[src/rtl/display_sequencer.sv]
// MAX7219 display sequencer: initialises the driver, then streams six BCD digit words
// per frame request and single intensity words on demand through an external SPI master.
module display_sequencer #(
  parameter logic [3:0] INIT_INTENSITY = 4'h8,
  parameter logic [5:0] DP_MASK        = 6'b010100
) (
  input  logic        clk,
  input  logic        res,
  input  logic        tick,
  input  logic        ena,
  input  logic [21:0] digits,
  input  logic [3:0]  int_val,
  input  logic        int_req,
  input  logic        ready,
  input  logic        sent,
  output logic        cs,
  output logic [15:0] word,
  output logic        busy,
  output logic        frame_done,
  output logic        overrun
);

  typedef enum logic [1:0] {
    ST_INIT  = 2'd0,
    ST_IDLE  = 2'd1,
    ST_FRAME = 2'd2,
    ST_CFG   = 2'd3
  } state_t;

  typedef enum logic [1:0] {
    PH_LOAD = 2'd0,
    PH_XFER = 2'd1,
    PH_GAP  = 2'd2
  } phase_t;

  state_t      state_r, state_s;
  phase_t      phase_r, phase_s;
  logic [2:0]  idx_r, idx_s;
  logic        cs_r, cs_s;
  logic [15:0] word_r, word_s;
  logic        busy_r;
  logic        frame_done_r, frame_done_s;
  logic        tick_q_r;
  logic        tick_pend_r;
  logic        overrun_r;
  logic        int_pend_r;
  logic [3:0]  int_val_r;
  logic [3:0]  cfg_val_r;
  logic [21:0] snap_r;
  logic        tick_edge_s;
  logic        tick_clr_s;
  logic        int_clr_s;
  logic        snap_load_s;
  logic [15:0] cur_word_s;
  logic        last_s;

  function automatic logic [15:0] init_word(input logic [2:0] idx);
    logic [15:0] w;
    case (idx)
      3'd0:    w = 16'h0C01;
      3'd1:    w = 16'h0F00;
      3'd2:    w = 16'h09FF;
      3'd3:    w = 16'h0B05;
      3'd4:    w = {12'h0A0, INIT_INTENSITY};
      default: w = 16'h0000;
    endcase
    return w;
  endfunction

  // Digit register k = idx+1; tens fields for seconds and minutes are only 3 bits wide.
  function automatic logic [15:0] digit_word(input logic [21:0] snap, input logic [2:0] idx);
    logic [3:0] d;
    logic       dp;
    case (idx)
      3'd0:    begin d = snap[3:0];            dp = DP_MASK[0]; end
      3'd1:    begin d = snap[7:4];            dp = DP_MASK[1]; end
      3'd2:    begin d = snap[11:8];           dp = DP_MASK[2]; end
      3'd3:    begin d = {1'b0, snap[14:12]};  dp = DP_MASK[3]; end
      3'd4:    begin d = snap[18:15];          dp = DP_MASK[4]; end
      3'd5:    begin d = {1'b0, snap[21:19]};  dp = DP_MASK[5]; end
      default: begin d = 4'h0;                 dp = 1'b0;       end
    endcase
    return {5'b00000, idx + 3'd1, dp, 3'b000, d};
  endfunction

  assign tick_edge_s = tick & ~tick_q_r;

  // word to issue for the current state/index and whether it is the last of its sequence
  always_comb begin
    cur_word_s = 16'h0000;
    last_s     = 1'b1;
    case (state_r)
      ST_INIT: begin
        cur_word_s = init_word(idx_r);
        last_s     = (idx_r == 3'd4);
      end
      ST_FRAME: begin
        cur_word_s = digit_word(snap_r, idx_r);
        last_s     = (idx_r == 3'd5);
      end
      ST_CFG: begin
        cur_word_s = {8'h0A, 4'h0, cfg_val_r};
        last_s     = 1'b1;
      end
      default: begin
        cur_word_s = 16'h0000;
        last_s     = 1'b1;
      end
    endcase
  end

  // next-state, handshake and dispatch decisions
  always_comb begin
    state_s      = state_r;
    phase_s      = phase_r;
    idx_s        = idx_r;
    cs_s         = cs_r;
    word_s       = word_r;
    frame_done_s = 1'b0;
    tick_clr_s   = 1'b0;
    int_clr_s    = 1'b0;
    snap_load_s  = 1'b0;
    case (state_r)
      ST_IDLE: begin
        cs_s    = 1'b1;
        phase_s = PH_LOAD;
        idx_s   = 3'd0;
        if (int_pend_r) begin
          state_s   = ST_CFG;
          int_clr_s = 1'b1;
        end else if (tick_pend_r && ena) begin
          state_s     = ST_FRAME;
          tick_clr_s  = 1'b1;
          snap_load_s = 1'b1;
        end else begin
          state_s = ST_IDLE;
        end
      end
      default: begin
        case (phase_r)
          PH_LOAD: begin
            if (ready && !sent) begin
              word_s  = cur_word_s;
              cs_s    = 1'b0;
              phase_s = PH_XFER;
            end else begin
              cs_s    = 1'b1;
              phase_s = PH_LOAD;
            end
          end
          PH_XFER: begin
            if (sent) begin
              cs_s    = 1'b1;
              phase_s = PH_GAP;
            end else begin
              cs_s    = 1'b0;
              phase_s = PH_XFER;
            end
          end
          PH_GAP: begin
            // a fresh ready after sent drops guarantees a cs=1 gap between words
            if (!sent && ready) begin
              phase_s = PH_LOAD;
              if (last_s) begin
                state_s      = ST_IDLE;
                idx_s        = 3'd0;
                frame_done_s = (state_r == ST_FRAME);
              end else begin
                idx_s = idx_r + 3'd1;
              end
            end else begin
              phase_s = PH_GAP;
            end
          end
          default: begin
            cs_s    = 1'b1;
            phase_s = PH_LOAD;
          end
        endcase
      end
    endcase
  end

  // sequencer state and registered outputs
  always_ff @(posedge clk or negedge res) begin
    if (!res) begin
      state_r      <= ST_INIT;
      phase_r      <= PH_LOAD;
      idx_r        <= 3'd0;
      cs_r         <= 1'b1;
      word_r       <= 16'h0000;
      busy_r       <= 1'b1;
      frame_done_r <= 1'b0;
    end else begin
      state_r      <= state_s;
      phase_r      <= phase_s;
      idx_r        <= idx_s;
      cs_r         <= cs_s;
      word_r       <= word_s;
      busy_r       <= (state_s != ST_IDLE);
      frame_done_r <= frame_done_s;
    end
  end

  // request capture: pending flags, overrun, intensity latch and digit snapshot
  always_ff @(posedge clk or negedge res) begin
    if (!res) begin
      tick_q_r    <= 1'b0;
      tick_pend_r <= 1'b0;
      overrun_r   <= 1'b0;
      int_pend_r  <= 1'b0;
      int_val_r   <= 4'h0;
      cfg_val_r   <= 4'h0;
      snap_r      <= 22'h0;
    end else begin
      tick_q_r <= tick;
      if (tick_edge_s) begin
        tick_pend_r <= 1'b1;
      end else if (tick_clr_s) begin
        tick_pend_r <= 1'b0;
      end else begin
        tick_pend_r <= tick_pend_r;
      end
      if (tick_edge_s && tick_pend_r) begin
        overrun_r <= 1'b1;
      end else begin
        overrun_r <= overrun_r;
      end
      // a request landing on the CFG entry edge stays pending for another CFG pass
      if (int_req) begin
        int_pend_r <= 1'b1;
        int_val_r  <= int_val;
      end else if (int_clr_s) begin
        int_pend_r <= 1'b0;
        int_val_r  <= int_val_r;
      end else begin
        int_pend_r <= int_pend_r;
        int_val_r  <= int_val_r;
      end
      if (int_clr_s) begin
        cfg_val_r <= int_val_r;
      end else begin
        cfg_val_r <= cfg_val_r;
      end
      if (snap_load_s) begin
        snap_r <= digits;
      end else begin
        snap_r <= snap_r;
      end
    end
  end

  assign cs         = cs_r;
  assign word       = word_r;
  assign busy       = busy_r;
  assign frame_done = frame_done_r;
  assign overrun    = overrun_r;

endmodule
[config.mk]
export PLATFORM = sky130hd
export DESIGN_NAME = display_sequencer
export DESIGN_NICKNAME = d
export VERILOG_FILES = /design/src/rtl/display_sequencer.sv
export SDC_FILE = /design/constraint.sdc
export NUM_CORES = 1
export LEC_CHECK = 0
export ABC_CLOCK_PERIOD_IN_PS = 4600
export BUFFER_PORTS_ARGS = -buffer_cell sky130_fd_sc_hd__buf_4
export CAP_MARGIN = 40
export CORE_MARGIN = 4
export CORE_UTILIZATION = 35
export CTS_BUF_LIST = sky130_fd_sc_hd__clkbuf_16
export DETAILED_ROUTE_END_ITERATION = 10
export SYNTH_ARGS = -nofsm -noshare
export SYNTH_HDL_FRONTEND = slang
export SYNTH_SLANG_ARGS = --single-unit
[constraint.sdc]
create_clock -name clk -period 4.6 [get_ports clk]
set_input_delay 0.23 -clock clk [delete_from_list [all_inputs] [get_ports clk]]
set_output_delay 0.23 -clock clk [all_outputs]
set_load 0.1 [all_outputs]
==> flow_metrics.py <==
metrics = {
    "cells_and_area": {
        "fin_nets": 299,
        "final_core_util_pct": 44.0,
        "drive_gt1_share_pct": 31.7,
        "n_fill_cell": 703,
        "antenna_cells": 0,
        "area_growth_pct": 22.7,
        "fin_cells": 361,
        "design_area_mm2": 0.00319,
    },
    "clocking": {
        "path_clk_slew_ns": 0.07,
        "ctsHoldBuffers": 0,
        "post_cts_buffers": 0,
        "post_cts_resized": 0,
        "h-tree-depth": 2,
        "clock_sinks": 54,
        "cts_tree": "yes",
        "clk_latency_ns": 0.29,
        "clockBufferDepth": 2,
        "ctsRootBufferMaster": "clkbuf_16",
        "cts_buffers": 5,
    },
    "run_status": {
        "violations": "negative hold slack",
        "status": "finished with violations",
    },
    "synth": {
        "yosys-top-cells-count": "52 x dfrtp_1, 18 x mux2_1, 17 x mux2_2",
        "ys_async_sr_fraction_pct": 100,
        "synth_top_flop_cell": "dfrtp_1",
        "ys_seq_area_share_pct": 52.0,
        "synth_top_area_share_pct": 50.0,
        "yosysMostFrequentCell": "dfrtp_1",
        "synth_area_leaders": "dfrtp_1 50%, mux2_1 7.8%, mux2_2 7.4%, ha_1 2.4%, buf_4 2.3%",
        "syn_area_per_cell_um2": 11.9,
        "synth_seq_cells": 54,
        "postSynthCellCount": 219,
        "synth_edf_count": 0,
        "synth_top_cell_by_area": "dfrtp_1",
        "ys_types": 47,
        "netlist_area_mm2": 0.00260,
        "yosys_warnings": 0,
    },
    "global_route": {
        "grt_pass1_vias": 1730,
        "grtUsageTotal_pct": 13.0,
        "grt_max_degree": 55,
        "grt-ovfl-total": 0,
        "antenna_found_initial": 0,
        "grt_pass1_wl_mm": 8.88,
    },
    "drt": {
        "num_vias": 1792,
        "routed_via_density": 4.96,
        "drt-total-wl_mm": 5.42,
        "ant_nets": 0,
        "drcViolationCount": 0,
        "dr.pass1.iters": 4,
        "avgRoutedWirePerCell_um": 15.0,
        "drt-initial-drc-count": 91,
    },
    "timing": {
        "fin_tns_setup_ns": 0,
        "finClkSkew_ns": 0.00765,
        "hold_violations": 52,
        "rsz0062_at_grt": "false",
        "period_minus_slack_ns": 2.15,
        "slew_headroom_pct": 47.9,
        "worstMarginPinSlew_ns": 0.782,
        "slew_viol_final": 0,
        "fmax_ghz": 0.466,
        "fin_crit_sh_pct": 46.7,
        "setup_viol": 0,
        "holdWs_ns": -0.0240,
    },
    "placement": {
        "numPortBuffers": 48,
        "gp_congestion": 0.817,
        "post-place-cells": 353,
        "placed_area_mm2": 0.00300,
        "dpl.hpwl_mm": 3.99,
    },
    "die": {
        "boundaryPins": 53,
        "dieArea_mm2": 0.00888,
        "die_w_um": 94.2,
        "fp.dieH_um": 94.2,
        "rows": 31,
        "core_area_mm2": 0.00725,
        "start_util_pct": 35.9,
    },
    "critical_path": {
        "end_kind": "register",
        "cp.required_ns": 4.78,
        "crit_fanout": 22,
        "criticalPathCategory": "reg -> reg",
        "arrival_ns": 2.33,
        "critPathLaunchType": "register",
    },
    "power": {
        "power_leakage_uw": 0.00149,
        "power.density_mw_per_mm2": 656,
        "peakVddDrop_v": 0.000263,
    },
    "worst_hold_path": {
        "hold_class": "in -> async",
    },
    "flow_run": {
        "maxCapViolations": 0,
    },
}
-- worst max-delay path, cell delays in order (launching register included) --
cell	delay [ns]
dfrtp_1	0.61
nand2b_4	0.28
nor3_4	0.54
buf_8	0.24
mux2_2	0.35
-- path summary, 6_finish.rpt --
kind                             from  cells past startpoint  slack [ns]         end
setup / recovery           state_r[1]                      4        2.45  snap_r[16]
hold / removal                    res                      1       -0.02  phase_r[1]
setup reg to reg           state_r[1]                      4        2.45  snap_r[16]
hold reg to reg               overrun                      1        0.48     overrun
max in group asynchronous         res                      1        4.18   snap_r[4]
min in group clk                 tick                      1        0.05    tick_q_r
-- through the flow --
stage | hold WS [ns] | setup WS [ns] | power, uW
detailed placement | 0.321 | 2.44 | 1630
global placement | 0.315 | 2.26 | 1610
finish | -0.0240 | 2.45 | 2090
CTS | 0.00871 | 2.44 | 2110
global route | 0.0479 | 2.31 | 2210
floorplan | -0.0656 | 2.90 | 1430
-- logic make-up after synthesis --
family	share of synthesized area (%)
AND/OR/NAND/NOR	10.5
adder cells (fa/ha/maj)	2.41
AO/OA/AOI/OAI	13.9
multiplexers	15.2
flip-flops	52.0
XOR/XNOR	0.337
other	0.144
buffers and inverters	5.53
-- layer usage --
layer  up-vias  share of wire [%]  global-route usage (%)
met4         0                1.1                    4.33
met3         4                5.5                    2.96
met5         -                  0                       0
met2        49                 46                    19.4
met1       873                 47                    18.5
li1        866                  -                       -
-- sequential cells by signal, summed over array words and instances (netlist names), 2 cells and up --
name / count
snap_r: 22
word: 10
cfg_val_r: 4
int_val_r: 4
idx_r: 3
phase_r: 2
state_r: 2
-- placed cells by master (no fill, tap or decap), types with 2 or more instances in the layout --
cell,n
nor2_1,14
nand3_1,4
nand2b_1,4
o21ai_0,10
mux2_2,17
a22oi_1,3
dfstp_2,2
ha_1,5
a22o_1,2
a21o_1,2
a21oi_1,10
nor3_1,4
bufinv_16,2
a311oi_1,2
o31ai_1,3
mux2_1,18
nor2b_1,3
conb_1,4
dfrtp_1,52
buf_4,48
o221ai_1,3
clkbuf_16,5
nand2_1,10
o21bai_1,2
a32oi_1,3
inv_1,8
-- where the power goes --
group	internal (uW)	leakage [uW]	switching [uW]	total, uW
Clock	313	0.0000940	171	484
Combinational	274	0.000723	554	828
Sequential	645	0.000669	138	783
Total	1230	0.00149	863	2090
-- final cells by class --
type	instances	area, um2	share of cell area, %
Timing Repair Buffer	49	375	11.8
Tap cell	99	124	3.88
Clock inverter	3	68.8	2.16
Inverter	8	30.0	0.941
Sequential cell	54	1350	42.4
Clock buffer	5	125	3.92
Multi-Input combinational cell	143	1110	34.9
Note: power is estimated with default switching activity, not from simulation.
